`src/rtl/id_ex_stage.sv`:
```
`default_nettype none
// ============================================================================
// Module   : id_ex_stage
// Purpose  : ID/EX pipeline register with load-use hazard stall, bubble
//            insertion and branch-taken flush. Hazard logic is built only
//            when ID_EX_HAZARD_EN is defined.
// Revision : 1.0 - initial release
// ============================================================================
module id_ex_stage #(
  parameter int DATA_W = 32,
  parameter int CNT_W  = 16
) (
  input  logic              clk,
  input  logic              reset,
  input  logic [1:0]        wb_in,
  input  logic [2:0]        m_in,
  input  logic [3:0]        ex_in,
  input  logic              valid_in,
  input  logic              flush,
  input  logic [DATA_W-1:0] rd1_in,
  input  logic [DATA_W-1:0] rd2_in,
  input  logic [DATA_W-1:0] imm_in,
  input  logic [DATA_W-1:0] pc4_in,
  input  logic [4:0]        rs_in,
  input  logic [4:0]        rt_in,
  input  logic [4:0]        rd_in,
  output logic [1:0]        wb_out,
  output logic [2:0]        m_out,
  output logic [3:0]        ex_out,
  output logic              valid_out,
  output logic [DATA_W-1:0] rd1_out,
  output logic [DATA_W-1:0] rd2_out,
  output logic [DATA_W-1:0] imm_out,
  output logic [DATA_W-1:0] pc4_out,
  output logic [4:0]        rs_out,
  output logic [4:0]        rt_out,
  output logic [4:0]        rd_out,
  output logic              stall,
  output logic [CNT_W-1:0]  bubble_cnt
);

  logic [1:0]        wb_q, wb_d;
  logic [2:0]        m_q, m_d;
  logic [3:0]        ex_q, ex_d;
  logic              valid_q, valid_d;
  logic [DATA_W-1:0] rd1_q, rd1_d, rd2_q, rd2_d, imm_q, imm_d, pc4_q, pc4_d;
  logic [4:0]        rs_q, rs_d, rt_q, rt_d, rd_q, rd_d;
  logic              stall_w;

`ifdef ID_EX_HAZARD_EN
  logic              hazard;
  logic [CNT_W-1:0]  bubble_cnt_q, bubble_cnt_d;

  // A load in EX whose target is read by the ID instruction; $zero is exempt.
  always_comb begin
    hazard  = valid_q & m_q[1] & (rt_q != 5'd0) &
              ((rt_q == rs_in) | (rt_q == rt_in));
    stall_w = hazard & ~flush;
  end

  always_comb begin
    bubble_cnt_d = bubble_cnt_q;
    if (stall_w && (bubble_cnt_q != {CNT_W{1'b1}}))
      bubble_cnt_d = bubble_cnt_q + 1'b1;
  end

  always_ff @(posedge clk or posedge reset) begin
    if (reset) bubble_cnt_q <= '0;
    else       bubble_cnt_q <= bubble_cnt_d;
  end

  assign bubble_cnt = bubble_cnt_q;
`else
  assign stall_w    = 1'b0;
  assign bubble_cnt = '0;
`endif

  always_comb begin
    wb_d    = wb_in;
    m_d     = m_in;
    ex_d    = ex_in;
    valid_d = valid_in;
    // Flush and bubble both kill control; operand fields are captured regardless.
    if (flush || stall_w) begin
      wb_d    = 2'b00;
      m_d     = 3'b000;
      ex_d    = 4'b0000;
      valid_d = 1'b0;
    end
    rd1_d = rd1_in;
    rd2_d = rd2_in;
    imm_d = imm_in;
    pc4_d = pc4_in;
    rs_d  = rs_in;
    rt_d  = rt_in;
    rd_d  = rd_in;
  end

  always_ff @(posedge clk or posedge reset) begin
    if (reset) begin
      wb_q    <= '0;
      m_q     <= '0;
      ex_q    <= '0;
      valid_q <= 1'b0;
      rd1_q   <= '0;
      rd2_q   <= '0;
      imm_q   <= '0;
      pc4_q   <= '0;
      rs_q    <= '0;
      rt_q    <= '0;
      rd_q    <= '0;
    end else begin
      wb_q    <= wb_d;
      m_q     <= m_d;
      ex_q    <= ex_d;
      valid_q <= valid_d;
      rd1_q   <= rd1_d;
      rd2_q   <= rd2_d;
      imm_q   <= imm_d;
      pc4_q   <= pc4_d;
      rs_q    <= rs_d;
      rt_q    <= rt_d;
      rd_q    <= rd_d;
    end
  end

  assign wb_out    = wb_q;
  assign m_out     = m_q;
  assign ex_out    = ex_q;
  assign valid_out = valid_q;
  assign rd1_out   = rd1_q;
  assign rd2_out   = rd2_q;
  assign imm_out   = imm_q;
  assign pc4_out   = pc4_q;
  assign rs_out    = rs_q;
  assign rt_out    = rt_q;
  assign rd_out    = rd_q;
  assign stall     = stall_w;

endmodule
`default_nettype wire
```
`config.mk`:
```
export PLATFORM = sky130hd
export DESIGN_NAME = id_ex_stage
export DESIGN_NICKNAME = d
export VERILOG_FILES = /design/src/rtl/id_ex_stage.sv
export SDC_FILE = /design/constraint.sdc
export NUM_CORES = 1
export LEC_CHECK = 0
export CORE_MARGIN = 4
export CORE_UTILIZATION = 29
export CTS_CLUSTER_SIZE = 8
export DETAILED_ROUTE_END_ITERATION = 7
export HOLD_SLACK_MARGIN = 0.02
export PLACE_DENSITY = 0.75
export SYNTH_ARGS = -nofsm -noshare
export SYNTH_HDL_FRONTEND = slang
export SYNTH_SLANG_ARGS = --single-unit
```
`constraint.sdc`:
```
create_clock -name clk -period 5.1 [get_ports clk]
set_clock_uncertainty 0.05 [all_clocks]
set_input_delay 1.275 -clock clk [delete_from_list [all_inputs] [get_ports clk]]
set_output_delay 1.275 -clock clk [all_outputs]
set_load 0.01 [all_outputs]
```
After elaboration in Yosys (flattened, before gate mapping)
Cells that the tools add are included.

storage, ports and cells
  output and inout bits = 170
  word-level logic and storage cells = 15
  input bits = 156
  register bits after elaboration = 153

cells by class
  multiplexer cells = 4

operator list
  operator           count
  two-way mux 4 bit  1
  two-way mux 3 bit  1
  two-way mux 2 bit  1
  two-way mux 1 bit  1

Depth between registers and ports, before layout
  depth in word-level cells = 1
  gate-level depth with buffers = 1
  mapped depth without buffers = 1

Worst setup path before layout
Ideal clock, no wire load.

  path kind = reg-to-output
  start = register ex_q[0] (netlist: ex_out[0])
  end = output port ex_out[0]
  data required time = 3,775 ps
  arrival = 376 ps
  buffers on the path = 0
  cell stages (with the launch flop) = 1
  setup slack = 3,399 ps
  path through = dfrtp_1

RTL lines
  what                      RTL line  RTL
  start: declaration        44        logic [3:0] ex_q, ex_d;
  start signal: assignment  103       ex_q <= '0;
  start signal: assignment  115       ex_q <= ex_d;
  end: declaration          29        output logic [3:0] ex_out,

No word-level cell between the ends.

Worst setup path after layout
  start = register rd1_q[12] (netlist: rd1_out[12])
  end = output port rd1_out[12]

RTL lines
  what                      RTL line  RTL
  start: declaration        46        logic [DATA_W-1:0] rd1_q, rd1_d, rd2_q, rd2_d, imm_q, imm_d, pc4_q, pc4_d;
  start signal: assignment  117       rd1_q <= rd1_d;
  end: declaration          31        output logic [DATA_W-1:0] rd1_out,

No word-level cell between the ends.

==> key figures <==
Floorplan
  • # rows: 42
  • Die area: 15830 sq um
  • Die width: 125.8 um
  • Total core area: 13400 sq um
  • Initial core utilization: 0.3005
  • Die Span Y: 125.8 um
  • # IOs: 326

Routing
  • Max Used Layer: met4
  • M1 wire length: 3986 um
  • Vias: 2683
  • Post-route DRC: 0
  • Drt via density: 3.844
  • Drt total wl: 12420 um
  • Initial drt markers: 52
  • Antenna Nets Post-Route: 0
  • DRT Pass-1 Iters: 4
  • Metal3 WL: 1321 um
  • Routed len/inst: 17.79 um
  • Met2 WL: 6793 um

Clock tree
  • Hold buffers post-CTS: 0
  • CTS Sinks: 153
  • Post-CTS Setup Bufs: 0
  • Worst-path clk slew: 0.06 ns
  • CTS Buf Count: 17
  • CTS resizes: 0
  • CTS Root Buffer Type: clkbuf_16
  • H-tree Lvls: 4
  • CTS tree: done
  • Clk buf depth: 2

Critical path
  • Critical path peak fanout: 1
  • Crit path buffers/inverters: 1
  • WP data arrival: 1.33 ns
  • CP max stage delay: 0.58 ns
  • CP Capture Type: primary output
  • Worst Setup Start Kind: flip-flop
  • WP data required: 3.77 ns
  • Critical Path End: rd1_out[12]
  • Worst path top cell family by delay: buffers and inverters
  • Crit-path cells: clkdlybuf4s50_1
  • CP Launch Point: rd1_out[12]
  • Crit-path slowest cell: clkdlybuf4s50_1
  • Number of cells on the critical path: 1
  • Crit Path Class: flip-flop to primary output

Power
  • Sw Share: 0.2111
  • Tot Pwr: 0.002916 W
  • Logic pwr share: 0.109
  • Internal: 0.002300 W
  • Pwr Density: 368.2 nW/um^2
  • P_leak: 3.394 nW
  • Clk pwr share: 0.448
  • Sw power: 0.0006155 W
  • Flop pwr share: 0.443
  • VDD IR max: 0.1997 mV

Yosys
  • Synth unique cells: 5
  • Seq cells post-synth: 153
  • Post-synthesis compound-gate area fraction: 0
  • Mux cell area share after synthesis: 0
  • Top cell type's share of synthesized area: 0.9509
  • Simple-Gate Fraction of Synth Area: 0.01554
  • Area contributors post-synth: dfrtp_1 (95%), buf_4 (3.2%), nor2b_1 (1.6%)
  • Sequential area share after synthesis: 0.9509
  • Post-Syn Instances: 182
  • Biggest area consumer among synthesized cells: dfrtp_1
  • Syn_area_per_cell: 22.12 sq um
  • Mapped cell area: 4026 sq um
  • Post-Synth XOR/XNOR Area: 0
  • Main combinational cell family by area after synthesis: buffers and inverters
  • Yosys Warn Count: 0
  • Post-synthesis adder-cell area fraction: 0

Status
  • Status: finished clean

STA
  • Final Critical Period: 2.653 ns
  • Final Max Tran Viols: 0
  • Tcrit/Tclk final: 0.5202
  • Setup TNS Final: 0 ns
  • Unrepaired setup endpoints after global routing: false
  • Rel. slew slack: 0.4737
  • WHS: 1.240 ns
  • Max Fclk: 0.3769 GHz
  • Final Hold Viols: 0
  • Worst slew pin tran: 0.7895 ns
  • Final Setup Violations: 0

Placed design
  • Port Buffers: 308
  • Routability cong.: 0.7955
  • DPL Wire Length: 9699 um
  • Dpl cell area: 7286 sq um

Cells and area
  • Area grow syn2layout: 96.64%
  • Antenna diodes: 0
  • Net count, final: 665
  • Final instance area: 7918 sq um
  • Ratio of cells with drive above 1 in the final layout: 0.06513
  • Filler Cell Count: 1038

Job
  • Max Cap Viol: 0

Global route
  • Antenna violations before repair: 0
  • Vias in the first global route: 3051
  • Global Route Usage Sum: 0.1587
  • Largest net degree at the start of global routing: 154
  • GRT overflow: 0
  • First-pass GRT wire length: 18320 um

Min path
  • Min-delay worst type: input pin to flip-flop
-- per-stage QoR --
stage	setup WS [ns]	instances	util
global placement	2.606	666	0.5437
CTS	2.419	698	0.5909
finish	2.447	698	0.5909
global route	2.401	698	0.5909
floorplan	1.844	198	-
detailed placement	2.588	666	0.5437
-- logic make-up (layout without fill, tap and decap cells) --
family                 after synthesis  in the layout
buffers and inverters               18            342
other                                1             17
DFF                                153            153
and+or+nand+nor                     10             10
-- final cells by class --
cell class / instances / area, sq um / area share
clock inverter: 12 / 165.2 / 0.02086
inverter: 1 / 7.507 / 0.0009482
tap: 176 / 220.2 / 0.02781
clock buffer: 20 / 466.7 / 0.05894
sequential: 153 / 3829 / 0.4836
multi-input combinational: 27 / 126.4 / 0.01596
timing repair buffer: 309 / 3103 / 0.3919
-- cell usage after synthesis --
cell	instances
inv_1	1
dfrtp_1	153
conb_1	1
buf_4	17
nor2b_1	10
-- state kept, by name (all words and copies together) (netlist names) --
register,count
wb_out,2
imm_out,32
ex_out,4
rd1_out,32
rd2_out,32
rs_out,5
rt_out,5
pc4_out,32
rd_out,5
m_out,3
valid_out,1
-- placed cells by master (no fill, tap or decap) --
cell type and instances:
clkdlybuf4s50_1 308, inv_8 2, clkinv_4 4, dfrtp_1 153, conb_1 17, clkinv_2 2
bufinv_16 3, clkbuf_16 17, clkinvlp_4 2, clkbuf_8 3, buf_12 1, nor2b_1 10
-- how the worst min path moves through the flow --
stage,startpoint,endpoint,cells after the start
after CTS,rd2_in[24],rd2_out[24],1
after global placement,rd2_in[17],rd2_out[17],1
after detailed placement,rd2_in[24],rd2_out[24],1
final,rd2_in[24],rd2_out[24],1
after global routing,rd2_in[11],rd2_out[11],1
after floorplan,imm_in[0],imm_out[0],0
-- layer usage --
layer  vias up  GRT usage
met5         -          0
met4         0    0.07760
met3        20    0.08002
met2       176     0.2819
met1      1304     0.1514
li1       1183          -
-- power groups by stage --
stage          clock network [W]   logic, W  registers, W
6_report                 0.00131   0.000318       0.00129
5_1_grt                  0.00140   0.000338       0.00130
4_1_cts                  0.00134   0.000325       0.00129
3_5_place_dp                   0   0.000322       0.00131
3_3_place_gp                   0   0.000317       0.00131
2_1_floorplan                  0  0.0000356       0.00135
(Power assumes the default switching activity.)
